File: config.mk
export PLATFORM = sky130hd
export DESIGN_NAME = stopwatch_ctrl_multi
export DESIGN_NICKNAME = d
export VERILOG_FILES = /design/src/rtl/stopwatch_ctrl_multi.sv
export SDC_FILE = /design/constraint.sdc
export NUM_CORES = 1
export LEC_CHECK = 0
export CORE_MARGIN = 3
export CORE_UTILIZATION = 50
export CTS_BUF_LIST = sky130_fd_sc_hd__clkbuf_4
export CTS_CLUSTER_DIAMETER = 60
export DETAILED_ROUTE_END_ITERATION = 8
export PLACE_DENSITY = 0.79
export SYNTH_ARGS = -nofsm -noshare
export SYNTH_HDL_FRONTEND = slang
export SYNTH_SLANG_ARGS = --single-unit
File: constraint.sdc
create_clock -name clk -period 2.2 [get_ports clk]
set_input_delay 0.66 -clock clk [delete_from_list [all_inputs] [get_ports clk]]
set_output_delay 0.66 -clock clk [all_outputs]
set_load 0.02 [all_outputs]
File: src/rtl/stopwatch_ctrl_multi.sv
`default_nettype none
// ============================================================================
// Module   : stopwatch_ctrl_multi
// Brief    : Multi-mode stopwatch control core. Optional lap capture is built
//            when the macro STOPWATCH_LAP_EN is defined.
// Revision : 1.0
// ============================================================================
module stopwatch_ctrl_multi #(
  parameter int NUM_MODES = 2,
  parameter int CNT_W     = 16,
  parameter int STEP_BASE = 10,
  parameter int WRAP      = 0
) (
  input  logic                 clk,
  input  logic                 n_rst,
  input  logic [NUM_MODES-1:0] start,
  input  logic                 pause,
  input  logic                 clr,
  input  logic                 tick,
`ifdef STOPWATCH_LAP_EN
  input  logic                 lap,
  output logic [CNT_W-1:0]     lap_count,
  output logic                 lap_valid,
`endif
  output logic [NUM_MODES-1:0] run_mode,
  output logic                 paused,
  output logic                 cleared,
  output logic [CNT_W-1:0]     count,
  output logic                 overflow
);

  localparam int MW = (NUM_MODES > 1) ? $clog2(NUM_MODES) : 1;

  function automatic longint pow_step(input int k);
    longint p;
    p = 1;
    for (int i = 0; i < k; i++) p = p * longint'(STEP_BASE);
    return p;
  endfunction

  generate
    if (NUM_MODES < 1 || NUM_MODES > 8) begin : g_mode_check
      $error("NUM_MODES must be in 1..8");
    end
    if (pow_step(NUM_MODES-1) >= (longint'(1) << CNT_W)) begin : g_step_check
      $error("STEP_BASE^(NUM_MODES-1) does not fit in CNT_W bits");
    end
  endgenerate

  typedef enum logic [1:0] {
    S_CLEAR = 2'd0,
    S_RUN   = 2'd1,
    S_PAUSE = 2'd2
  } state_t;

  state_t                 r_state, w_state_nxt;
  logic [MW-1:0]          r_mode, w_mode_nxt;
  logic [NUM_MODES-1:0]   r_start_q, w_start_edge;
  logic                   r_pause_q, r_clr_q;
  logic                   w_pause_edge, w_clr_edge, w_start_any;
  logic [MW-1:0]          w_sel;
  logic [CNT_W:0]         w_step, w_sum;
  logic [CNT_W-1:0]       w_count_nxt;
  logic                   w_ovf_nxt;

  // Edge registers start at all-ones so buttons held through reset stay inert.
  always_ff @(posedge clk or negedge n_rst) begin
    if (!n_rst) begin
      r_start_q <= '1;
      r_pause_q <= 1'b1;
      r_clr_q   <= 1'b1;
    end else begin
      r_start_q <= start;
      r_pause_q <= pause;
      r_clr_q   <= clr;
    end
  end

  assign w_start_edge = start & ~r_start_q;
  assign w_pause_edge = pause & ~r_pause_q;
  assign w_clr_edge   = clr & ~r_clr_q;
  assign w_start_any  = |w_start_edge;

  // Ascending scan: the highest pressed index overwrites lower ones.
  always_comb begin
    w_sel = '0;
    for (int k = 0; k < NUM_MODES; k++)
      if (w_start_edge[k]) w_sel = MW'(k);
  end

  always_comb begin
    w_step = '0;
    for (int k = 0; k < NUM_MODES; k++)
      if (int'(r_mode) == k) w_step = (CNT_W+1)'(pow_step(k));
  end

  always_ff @(posedge clk or negedge n_rst) begin
    if (!n_rst) begin
      r_state <= S_CLEAR;
      r_mode  <= '0;
    end else begin
      r_state <= w_state_nxt;
      r_mode  <= w_mode_nxt;
    end
  end

  // A pause edge only matters in RUN; elsewhere a coincident start still acts.
  always_comb begin
    w_state_nxt = r_state;
    w_mode_nxt  = r_mode;
    run_mode    = '0;
    paused      = 1'b0;
    cleared     = 1'b0;
    if (w_clr_edge) begin
      w_state_nxt = S_CLEAR;
    end else if (w_pause_edge && r_state == S_RUN) begin
      w_state_nxt = S_PAUSE;
    end else if (w_start_any) begin
      w_state_nxt = S_RUN;
      w_mode_nxt  = w_sel;
    end
    if (r_state == S_RUN) run_mode = NUM_MODES'(1) << r_mode;
    paused  = (r_state == S_PAUSE);
    cleared = (r_state == S_CLEAR);
  end

  // Tick uses the mode in force before any coincident switch; clr overrides it.
  always_comb begin
    w_sum       = {1'b0, count} + w_step;
    w_count_nxt = count;
    w_ovf_nxt   = overflow;
    if (w_clr_edge) begin
      w_count_nxt = '0;
      w_ovf_nxt   = 1'b0;
    end else if (r_state == S_RUN && tick) begin
      if (w_sum[CNT_W]) begin
        w_ovf_nxt   = 1'b1;
        w_count_nxt = (WRAP != 0) ? w_sum[CNT_W-1:0] : '1;
      end else begin
        w_count_nxt = w_sum[CNT_W-1:0];
      end
    end
  end

  always_ff @(posedge clk or negedge n_rst) begin
    if (!n_rst) begin
      count    <= '0;
      overflow <= 1'b0;
    end else begin
      count    <= w_count_nxt;
      overflow <= w_ovf_nxt;
    end
  end

`ifdef STOPWATCH_LAP_EN
  logic r_lap_q;
  logic w_lap_edge;

  assign w_lap_edge = lap & ~r_lap_q;

  always_ff @(posedge clk or negedge n_rst) begin
    if (!n_rst) begin
      r_lap_q   <= 1'b1;
      lap_count <= '0;
      lap_valid <= 1'b0;
    end else begin
      r_lap_q <= lap;
      if (w_clr_edge) begin
        lap_count <= '0;
        lap_valid <= 1'b0;
      end else if (w_lap_edge && r_state != S_CLEAR) begin
        lap_count <= w_count_nxt;
        lap_valid <= 1'b1;
      end
    end
  end
`endif

endmodule
`default_nettype wire

=== Word level (Yosys, flattened, before mapping) ===
Index checks and enable logic that the tools add are counted.
W data, S select, Z words.

* Bits of input ports: 7
* Bits in latches: 0
* Logic and storage cells: 40
* Flip-flop bits (word level): 24
* Memory bits (read-only): 0
* Output and inout port bits: 21
* Memories: 0
* Memory bits (writable): 0

* $lt $le $gt $ge: 0
* Eq/ne operators: 2
* Bitwise operators: 8
* Multiplexer cells: 12
* Reductions and logical operators: 9
* Divide/modulo/power cells: 0
* Shifts and indexed selects: 1
* $mul: 0
* Add/sub/neg operators: 1

{| class="wikitable"
|+ Operators with widths
! cell !! number
|-
| $mux W16 || 3
|-
| $add A16 B17 Y17 || 1
|-
| $mux W2 || 4
|-
| $mux W1 || 4
|-
| $mux W4 || 1
|-
| $not A1 Y1 || 4
|-
| $reduce_bool A2 Y1 || 2
|-
| $reduce_and A3 Y1 || 1
|-
| $reduce_bool A3 Y1 || 1
|-
| $and A1 B1 Y1 || 2
|-
| $and A2 B2 Y2 || 1
|-
| $eq A2 B1 Y1 const B || 1
|-
| $eq A2 B2 Y1 const B || 1
|-
| $logic_and A1 B1 Y1 || 2
|-
| $logic_not A2 Y1 || 1
|-
| $not A2 Y2 || 1
|-
| $reduce_and A2 Y1 || 1
|-
| $reduce_or A2 Y1 || 1
|-
| $shl A1 B1 Y2 const A || 1
|}

=== Longest topological paths before layout ===
* Depth after elaboration: 6
* Mapped depth: 8
* Mapped depth without buffers: 8

=== Worst setup path after synthesis ===
No wires, ideal clock.

* Path type: reg2reg
* From: register count[0]
* To: register count[10]
* Stages on the path, launching flop included: 8
* Path buffers: 0
* Data arrival time: 1.921 ns
* Clock period less this slack: 2.059 ns
* Path slack: 0.141 ns
* Cell sequence: dfrtp_1 ha_1 fa_1 a31oi_1 nor4b_2 nand2_1 xor2_1 o21ai_2

* Cells in the longest elaborated chain, start to end: 4

{| class="wikitable"
|+ RTL lines
! element !! line !! RTL
|-
| from (decl) || 28 || <nowiki>output logic [CNT_W-1:0] count,</nowiki>
|-
| from (signal assigned) || 150 || <nowiki>count <= w_count_nxt;</nowiki>
|-
| $add A16 B17 Y17 || 129 || <nowiki>w_sum = {1'b0, count} + w_step;</nowiki>
|-
| $mux W16 || 136 || <nowiki>if (w_sum[CNT_W]) begin</nowiki>
|-
| $mux W16 || 135 || <nowiki>end else if (r_state == S_RUN && tick) begin</nowiki>
|-
| $mux W16 || 132 || <nowiki>if (w_clr_edge) begin</nowiki>
|}

No other way between the ends. The select of a mux whose other input is x is not followed.
A chain may end at the register's enable or synchronous reset.

=== Final worst setup path ===
* From: register count[5]
* To: output count[5]

No word-level cell between the ends.

==> key figures <==
Worst setup path
  • CP max FO: 4
  • CP Class: register to output pin
  • Family with the most delay on the worst path: buffers and inverters
  • Critical Path AT: 1.47 ns
  • Max stage delay on crit path: 0.65 ns
  • CP startpoint kind: register
  • Data required, critical path: about 1.5 ns
  • Crit path capture type: output pin
  • CP max-delay cell: clkdlybuf4s50_1
  • Worst path cell trace: clkdlybuf4s50_1
  • Worst path bufs/invs: 1

Floorplanning
  • Core area: around 2300 um2
  • Initial Util: 55.4%
  • Die Ht: 56.7 um
  • Die span in x: 56.7 um
  • DIE AREA: 3210 um2
  • Row Count: 17
  • IO Pins: 28

Status
  • Status: complete, no violations

Clocking
  • Clock tree buffer depth: 2
  • Clk slew on worst S/H paths: 0.13 ns
  • Clock buffer count from CTS: 3
  • H-tree lvl count: 1
  • CTS root buffer: clkbuf_4
  • CTS tree: done
  • Post-CTS Setup Bufs: 0
  • Worst skew pair latency: 0.32 ns
  • CTS sink count: 24

Min path
  • Hold Crit Class: register to register

Synthesis
  • Asr flop ratio synth: 100%
  • Library cells used by synthesis: 39
  • Post-Syn Nets: between 100 and 150
  • Post-synthesis sequential area ratio: between 40% and 50%
  • Syn Inst Count: 115
  • Post-synth EDFFs: 0
  • Main synth FF type: dfrtp_1
  • Synth warn: 0
  • Mean Syn Cell Area: 11.2 um2
  • Flops & latches, synth: 24
  • Mapped Area: roughly 1300 um2

Power
  • Sequential share of power: 49.9%
  • Tot Pwr: 1.07 mW
  • Comb power frac: 31.1%
  • Cell-internal power: 0.713 mW
  • Net Sw Power: 0.358 mW
  • Peak supply drop: 0.736 mV
  • Leakage power: roughly 0.77 nW
  • Net Sw Frac: 33.4%
  • PwrDens: 628 nW/um2
  • Clock network fraction of total power: 19.0%

Final layout
  • Layout cell share with drive strength beyond 1: about a quarter
  • Commonest non-fill, non-tap cell in the layout: clkdlybuf4s50_1
  • Multi-input logic area: roughly 640 um2
  • Design area: 1710 um2
  • Commonest cells after routing, fill and taps aside: clkdlybuf4s50_1 (23), dfrtp_1 (18), buf_4 (12)
  • N_diodes: 0
  • Area Growth Syn to Fin: 32.9%
  • Area occupied by registers: 608 um2
  • Nets: between 150 and 200
  • Layout filler cell count: 176

Placement
  • I/O Buffers: 27
  • DP Worst Slack: -0.0659 ns
  • DP Wirelength: 2170 um
  • DP Area: 1680 um2
  • Routability cong.: 0.848

STA
  • Final period util: 96.7%
  • Tightest Pin Transition: 0.472 ns
  • Count of pins over their slew limit: 0
  • RSZ-0062 raised after global routing: no
  • Setup ws final: 0.0732 ns
  • Rel. slew slack: 68.4%
  • Max Fclk: 470 MHz
  • Crit path time final: 2.13 ns
  • Final hold viol count: 0
  • Clock skew: 0.00146 ns
  • Final setup fails: 0

Route
  • Initial DRT Pass Iterations: 4
  • Post-DR vias/cell: 5.53
  • ANT nets after route: 0
  • Initial detailed-routing violation count: 14
  • Residual DRC: 0
  • Routed Wire Length: 2750 um
  • Via count: 1017
  • Routed WL per cell: 14.9 um

GRT
  • Vias in the first global route: between 1000 and 1500
  • First-pass GRT wire length: between 4000 and 5000 um
  • GR Overflow Total: 0
  • Aggregate global-route resource usage: between 15 and 20%
  • Pin count of the biggest net entering global routing: 25
  • Initial antenna violation count: 0

Flow run
  • Max Cap Viol: 0
cell type report:
class,instances,share of cell area (%)
multi-input cells,83,37.7
flip-flops and latches,24,35.6
repair buffers,40,22.0
well taps,28,2.05
clock buffers,3,1.32
inverters,5,1.10
clock inverters,1,0.220
cell families after synthesis:
group | Yosys count | synth area share [%]
buffers and inverters | 8 | 2.92
XOR/XNOR | 11 | 7.51
AO/OA/AOI/OAI | 25 | 14.6
multiplexers | 3 | 2.34
AND/OR/NAND/NOR | 40 | 21.0
adder cells (fa/ha/maj) | 4 | 4.48
flip-flops | 24 | 47.2
cells in the mapped netlist, types with 2 or more instances:
master   instances  area, um2
ha_1             3       37.5
o21ai_2         10       87.6
inv_1            5       18.8
nand3_1          2       10.0
o21a_1           2       15.0
nand2_1          9       33.8
nor2_1           8       30.0
a31oi_1          4       25.0
mux2i_1          3       30.0
dfrtp_1         20        500
o21ai_0          4       20.0
xor2_1           3       26.3
xnor2_1          8       70.1
nor4b_2          2       30.0
nor3_1           3       15.0
nor3b_1          2       15.0
dfstp_2          4        105
buf_1            2       7.51
through the flow:
step,util (%),TNS [ns],std cells,hold slack [ns]
after floorplan,-,0,115,0.364
after global placement,72.6,-0.228,180,0.519
after detailed placement,72.6,-0.657,180,0.542
after CTS,73.6,0,184,0.562
after global routing,73.6,0,184,0.593
final,73.6,0,184,0.553
worst paths after layout:
path                       cells after the start              endpoint            startpoint  slack (ns)
max                                            1              count[5]  count[5]$_DFFE_PN0P_        0.07
min                                            2  overflow$_DFFE_PN0P_  overflow$_DFFE_PN0P_        0.55
max reg2reg                                    9  count[8]$_DFFE_PN0P_    r_mode$_DFFE_PN0P_        0.15
min reg2reg                                    2  overflow$_DFFE_PN0P_  overflow$_DFFE_PN0P_        0.55
max in group asynchronous                      2   r_pause_q$_DFF_PN1_                 n_rst        1.24
min in group asynchronous                      2  count[1]$_DFFE_PN0P_                 n_rst        0.67
power groups by stage:
stage / Combinational [mW] / Clock, mW / Sequential, mW
final: 0.334 / 0.203 / 0.534
after global routing: 0.365 / 0.229 / 0.545
after CTS: 0.338 / 0.211 / 0.534
after detailed placement: 0.345 / 0 / 0.542
after global placement: 0.332 / 0 / 0.540
after floorplan: 0.163 / 0 / 0.565
layer usage:
layer | vias up | GRT usage (%) | share of wire (%)
li1 | 497 | - | -
met1 | 497 | 23.9 | 41
met2 | 18 | 34.5 | 55
met3 | 5 | 2.99 | 2.5
met4 | 0 | 6.78 | 1.5
met5 | - | 0 | 0
sequential cells by signal (all words and copies together) (netlist names):
register / count
count: 16
r_start_q: 2
r_state: 2
overflow: 1
r_clr_q: 1
r_mode: 1
r_pause_q: 1
what timing repair did:
item / CTS / global route
resized for setup: 5 / 1
hold buffers: 0 / 0
endpoints found under the setup margin: 4 / 1
Power figures use the tool's default switching activity.
